### src/rtl/counter_pkg.sv
// Shared helpers for the negedge T-flip-flop counter family.
package counter_pkg;

    localparam int unsigned CNT_W_MAX = 16;

    // Terminal count value for a given modulus.
    function automatic int unsigned tc_val(input int unsigned mod);
        return mod - 1;
    endfunction

    // T-vector that moves the flops from q to target in one edge.
    function automatic logic [CNT_W_MAX-1:0] t_vec(input logic [CNT_W_MAX-1:0] q,
                                                   input logic [CNT_W_MAX-1:0] target);
        return q ^ target;
    endfunction

    // T-vector for a binary increment: bit i toggles when all lower bits are one.
    function automatic logic [CNT_W_MAX-1:0] inc_tvec(input logic [CNT_W_MAX-1:0] q);
        logic [CNT_W_MAX-1:0] t;
        t[0] = 1'b1;
        for (int i = 1; i < CNT_W_MAX; i++) begin
            t[i] = t[i-1] & q[i-1];
        end
        return t;
    endfunction

endpackage

### src/rtl/negedge_sync_up_counter_tff_tff_en.sv
// Negative-edge T flip-flop with async active-low reset and complementary outputs.
module tff_en (
    input  logic clk,
    input  logic rst,
    input  logic t,
    output logic q,
    output logic q_bar
);

    // Toggle both outputs on a falling clock edge when t is high.
    always_ff @(negedge clk or negedge rst) begin
        if (!rst) begin
            q     <= 1'b0;
            q_bar <= 1'b1;
        end else if (t) begin
            q     <= ~q;
            q_bar <= ~q_bar;
        end
    end

endmodule

### src/rtl/negedge_sync_up_counter_tff.sv
// Synchronous modulo-MOD up counter built from negedge T flip-flops.
module negedge_sync_up_counter_tff
    import counter_pkg::*;
#(
    parameter int unsigned N   = 6,
    parameter int unsigned MOD = 60
) (
    input  logic         clk,
    input  logic         rst,
    input  logic         en,
    input  logic         clr,
    input  logic         load,
    input  logic [N-1:0] load_val,
    output logic [N-1:0] q,
    output logic         tc,
    output logic         wrap,
    output logic         load_err
);

    localparam logic [N-1:0] TC_VAL = N'(tc_val(MOD));

    if (N < 2 || N > CNT_W_MAX || MOD < 2 || MOD > (32'd1 << N)) begin : g_bad_param
        $error("negedge_sync_up_counter_tff: illegal N/MOD combination");
    end

    logic [N-1:0] q_int;
    logic [N-1:0] q_n;
    logic [N-1:0] t;
    logic [N-1:0] t_inc;
    logic [N-1:0] t_load;
    logic         load_ok;
    logic         at_top;
    logic         wrap_nxt;
    logic         err_nxt;

    assign t_inc   = N'(inc_tvec(CNT_W_MAX'(q_int)));
    assign t_load  = N'(t_vec(CNT_W_MAX'(q_int), CNT_W_MAX'(load_val)));
    assign load_ok = 32'(load_val) < MOD;
    // Values past the terminal count (only reachable by corruption) also wrap.
    assign at_top  = q_int >= TC_VAL;

    // Priority clr > load > en > hold, expressed purely as toggle requests.
    // Clearing toggles every set bit; the inverted flop output gives that set directly.
    always_comb begin
        t        = '0;
        wrap_nxt = 1'b0;
        err_nxt  = 1'b0;
        if (clr) begin
            t = ~q_n;
        end else if (load) begin
            if (load_ok) begin
                t = t_load;
            end else begin
                t       = ~q_n;
                err_nxt = 1'b1;
            end
        end else if (en) begin
            if (at_top) begin
                t        = ~q_n;
                wrap_nxt = 1'b1;
            end else begin
                t = t_inc;
            end
        end
    end

    for (genvar i = 0; i < int'(N); i++) begin : g_bit
        tff_en u_tff (
            .clk   (clk),
            .rst   (rst),
            .t     (t[i]),
            .q     (q_int[i]),
            .q_bar (q_n[i])
        );
    end

    // Status pulses updated on the same edge as the count.
    always_ff @(negedge clk or negedge rst) begin
        if (!rst) begin
            wrap     <= 1'b0;
            load_err <= 1'b0;
        end else begin
            wrap     <= wrap_nxt;
            load_err <= err_nxt;
        end
    end

    assign q  = q_int;
    assign tc = (q_int == TC_VAL) & en;

endmodule

### config.mk
export PLATFORM = sky130hd
export DESIGN_NAME = negedge_sync_up_counter_tff
export DESIGN_NICKNAME = d
export VERILOG_FILES = /design/src/rtl/counter_pkg.sv /design/src/rtl/negedge_sync_up_counter_tff_tff_en.sv /design/src/rtl/negedge_sync_up_counter_tff.sv
export SDC_FILE = /design/constraint.sdc
export NUM_CORES = 1
export LEC_CHECK = 0
export BUFFER_PORTS_ARGS = -buffer_cell sky130_fd_sc_hd__clkbuf_2
export CAP_MARGIN = 5
export CORE_MARGIN = 2
export CORE_UTILIZATION = 55
export DETAILED_ROUTE_END_ITERATION = 10
export MAX_ROUTING_LAYER = met4
export PLACE_DENSITY = 0.79
export RECOVER_POWER = 50
export SLEW_MARGIN = 20
export SYNTH_ARGS = -nofsm -noshare
export SYNTH_HDL_FRONTEND = slang
export SYNTH_HIERARCHICAL = 1
export SYNTH_SLANG_ARGS = --single-unit
export TNS_END_PERCENT = 5
### constraint.sdc
create_clock -name clk -period 5.1 [get_ports clk]
set_input_delay 0.51 -clock clk [delete_from_list [all_inputs] [get_ports clk]]
set_output_delay 0.51 -clock clk [all_outputs]
set_load 0.02 [all_outputs]
After elaboration in Yosys (flattened, before gate mapping)

Index checks and enable logic that the tools add are counted.

Equal/unequal tests: 1
Bitwise gates (word level): 19
Magnitude comparators: 2
Multiplexer cells: 12

Operator list:

| kind                                              | count |
|---|---|
| two-way mux 6 bit                                 | 5 |
| NOT 1 bit                                         | 12 |
| two-way mux 1 bit                                 | 7 |
| == test 6 bit, second input constant              | 1 |
| >= comparator 6 bit, second input constant        | 1 |
| less-than comparator 6 bit, second input constant | 1 |
| NOT 6 bit                                         | 1 |
| XOR 6 bit                                         | 1 |
| bitwise AND 1 bit                                 | 5 |

Output and inout port bits: 9
Bits in registers: 14

Depth between registers and ports, before layout

Depth after elaboration: 8
Mapped depth: 6
Depth with buffers taken out: 5

By module

Netlist, hierarchy kept.

Modules (own cells, without submodules):

| module                      | instances | sequential area each (µm²) | cells each | area each (µm²) |
|---|---|---|---|---|
| tff_en                      | 6         | 51.3                       | 5          | 72.6 |
| negedge_sync_up_counter_tff | 1         | 50.0                       | 56         | 411.6 |

==> flow_metrics.tcl <==
set metrics [dict create \
    outcome "completed" \
    final-max-slew-violation-count 0 \
    synth-edff-count 0 \
    worst-r2r-setup-slack_ns 3.12 \
    insertedDiodeCount 0 \
    io_pins 20 \
    drt_iter0_drc 12 \
    synthArstFlopShare_pct 100 \
    synth_cells 86 \
    yosysUniqueCellTypes 31 \
    post-cts-setup-buffers 0 \
    cts_tree "yes" \
    mappedNetlistArea_um2 847 \
    synth_adder_area_share_pct 2.51 \
    ys_seq_area_share_pct 42.2 \
    clockRootBuffer "clkbuf_4" \
    cts_buffers 3 \
    synth-seq-cells 14 \
    cp_cell_sequence "and2_1, nand2_1, nor3_1, clkbuf_2" \
    slew_headroom_pct 48.9 \
    ir_drop_mv 0.369 \
    hp-class "reg2reg" \
    dieWidth_um 43.2 \
    vias 709 \
    yosysWarnings 6 \
    grt_antenna_before_repair 0 \
    first_pass_iters 4 \
    route.detailed.drc 0 \
    die_area_um2 1870 \
    skew_ns 0.0704 \
    power_density_nw_per_um2 631 \
    ant_nets 0 \
    portBuffers 19 \
    placed_cell_area_um2 928 \
    via_per_inst 5.81 \
    hold_violations 0 \
    syn_nets 97 \
    synth_top_family_by_area "XOR/XNOR gates" \
    clock_latency_ns 0.36 \
    die_h_um 43.2 \
    grt_usage_pct 25.3 \
    post_cts_resized 0 \
    clk_path_buf_depth 2 \
    area_delta_synth_final_pct 13.3 \
    final_area_um2 960 \
    slowest_stage "dfrtn_1" \
    leakagePower_nw 0.438 \
    grt_max_degree 15 \
    core_area_um2 1470 \
    fill_cells 140 \
    end_kind "primary output" \
    grt_setup_unrepaired "no" \
    arrival_ns 4.16 \
    cts.reportedPaths.clkPinSlew_ns 0.07 \
    post_synth_mux_area_share_pct 0 \
    synth_flop_cell "dfrtn_1" \
    grt.overflow.total 0 \
    cp_max_fo 7 \
    routed_wl_um 1900 \
    synth_compound_area_share_pct 15.4 \
    slowest_delay_ns 0.52 \
    std_cell_rows 14 \
    wl_per_cell_um 15.5 \
    drive_gt1_share_pct 26.4 \
    max_slew.worst_pin.slew_ns 0.766 \
    gp_congestion 0.868 \
    synthSimpleGateAreaFrac_pct 14.2 \
    cp-start-kind "flop" \
    cts-hold-fix-buffers 0 \
    hpwl_um 1320 \
    path_class "reg2out" \
    avgSynthCellArea_um2 9.85 \
    numClockSinks 14 \
    htreeDepth 1 \
    grt_pass1_vias 699 \
    drv_cap 0 \
    hold-worst-slack_ns 0.447 \
    cp_data_required_time_ns 4.59 \
    layout.nets 118 \
    fin_setup_tns_ns 0 \
    p_total_mw 0.605 \
    setup_viol_count_final 0 \
    grt_pass1_wl_um 3300 \
    initial_core_util_pct 57.6 \
    synthXorXnorAreaFrac_pct 18.6 \
]
==> worst paths after layout <==
kind	from	end	cells past startpoint
setup / recovery	g_bit[0].u_tff/q	tc	4
hold / removal	g_bit[1].u_tff/q	g_bit[1].u_tff/q	1
setup reg to reg	g_bit[0].u_tff/q	g_bit[5].u_tff/q	5
hold reg to reg	g_bit[1].u_tff/q	g_bit[1].u_tff/q	1
max in group asynchronous	rst	g_bit[5].u_tff/q	1
min in group asynchronous	rst	load_err	1
==> cells by family after synthesis <==
kind of cell    after synthesis
buf+inv                      10
compound gates               18
xor+xnor                     18
fa+ha+maj                     2
simple gates                 24
flops                        14
==> through the flow <==
stage,util [%],cells,worst slack (ns)
3_3_place_gp,63.1,118,0.629
2_1_floorplan,-,86,0.675
5_1_grt,65.2,122,0.356
6_report,65.2,122,0.432
3_5_place_dp,63.1,118,0.551
4_1_cts,65.6,122,0.451
==> layer usage <==
metal	track usage, %	wire, um
met2	37.6	874
met5	-	0
met4	12.1	38
met1	32.7	872
met3	5.11	110
==> layout make-up <==
| class | instances | area [um^2] | share of cell area, % |
|---|---|---|---|
| clock buffers | 4 | 36.3 | 3.78 |
| flip-flops and latches | 14 | 358 | 37.3 |
| repair buffers | 19 | 90.1 | 9.39 |
| clock inverters | 6 | 22.5 | 2.35 |
| inverters | 1 | 3.75 | 0.391 |
| well taps | 16 | 20.0 | 2.09 |
| multi-input cells | 62 | 429 | 44.7 |
==> Yosys cell counts, drive strengths merged (2+ instances only) <==
cell | number | area (um^2)
a311oi | 2 | 17.5
xor2 | 14 | 123
nand2 | 6 | 22.5
o21ai | 3 | 18.8
nor3 | 2 | 10.0
a22oi | 2 | 15.0
maj3 | 2 | 21.3
dfrtn | 8 | 200
a21oi | 5 | 25.0
xnor2 | 4 | 35.0
inv | 7 | 26.3
and2 | 2 | 12.5
nor2 | 7 | 28.8
a32o | 2 | 20.0
nand4 | 2 | 12.5
dfstp | 6 | 158
==> sequential cells by signal (all words and copies together) (netlist names) <==
name               flops
g_bit.u_tff/q          6
g_bit.u_tff/q_bar      6
load_err               1
wrap                   1
==> worst max-delay path, delay by kind of cell, from the launching register on <==
family,cells,cell delay [ns]
buf+inv,1,0.19
flops,1,0.52
simple gates,3,0.60
==> cells in the final DEF (no fill, tap or decap), drive strengths merged, types with 3 or more instances in the layout <==
| master | Yosys | final |
|---|---|---|
| inv | 7 | 7 |
| o21ai | 3 | 3 |
| nor2 | 7 | 7 |
| xor2 | 14 | 14 |
| xnor2 | 4 | 4 |
| nand2 | 6 | 6 |
| dfstp | 6 | 6 |
| clkbuf | 1 | 23 |
| dfrtn | 8 | 8 |
| a21oi | 5 | 5 |
==> report_power, final <==
group | leakage (nW) | internal (mW) | switching [mW] | total [mW]
registers | 0.161 | 0.186 | 0.0748 | 0.261
logic | 0.224 | 0.108 | 0.134 | 0.243
clock network | 0.0530 | 0.0497 | 0.0524 | 0.102
total | 0.438 | 0.344 | 0.261 | 0.605
Note: power is estimated with default switching activity, not from simulation.
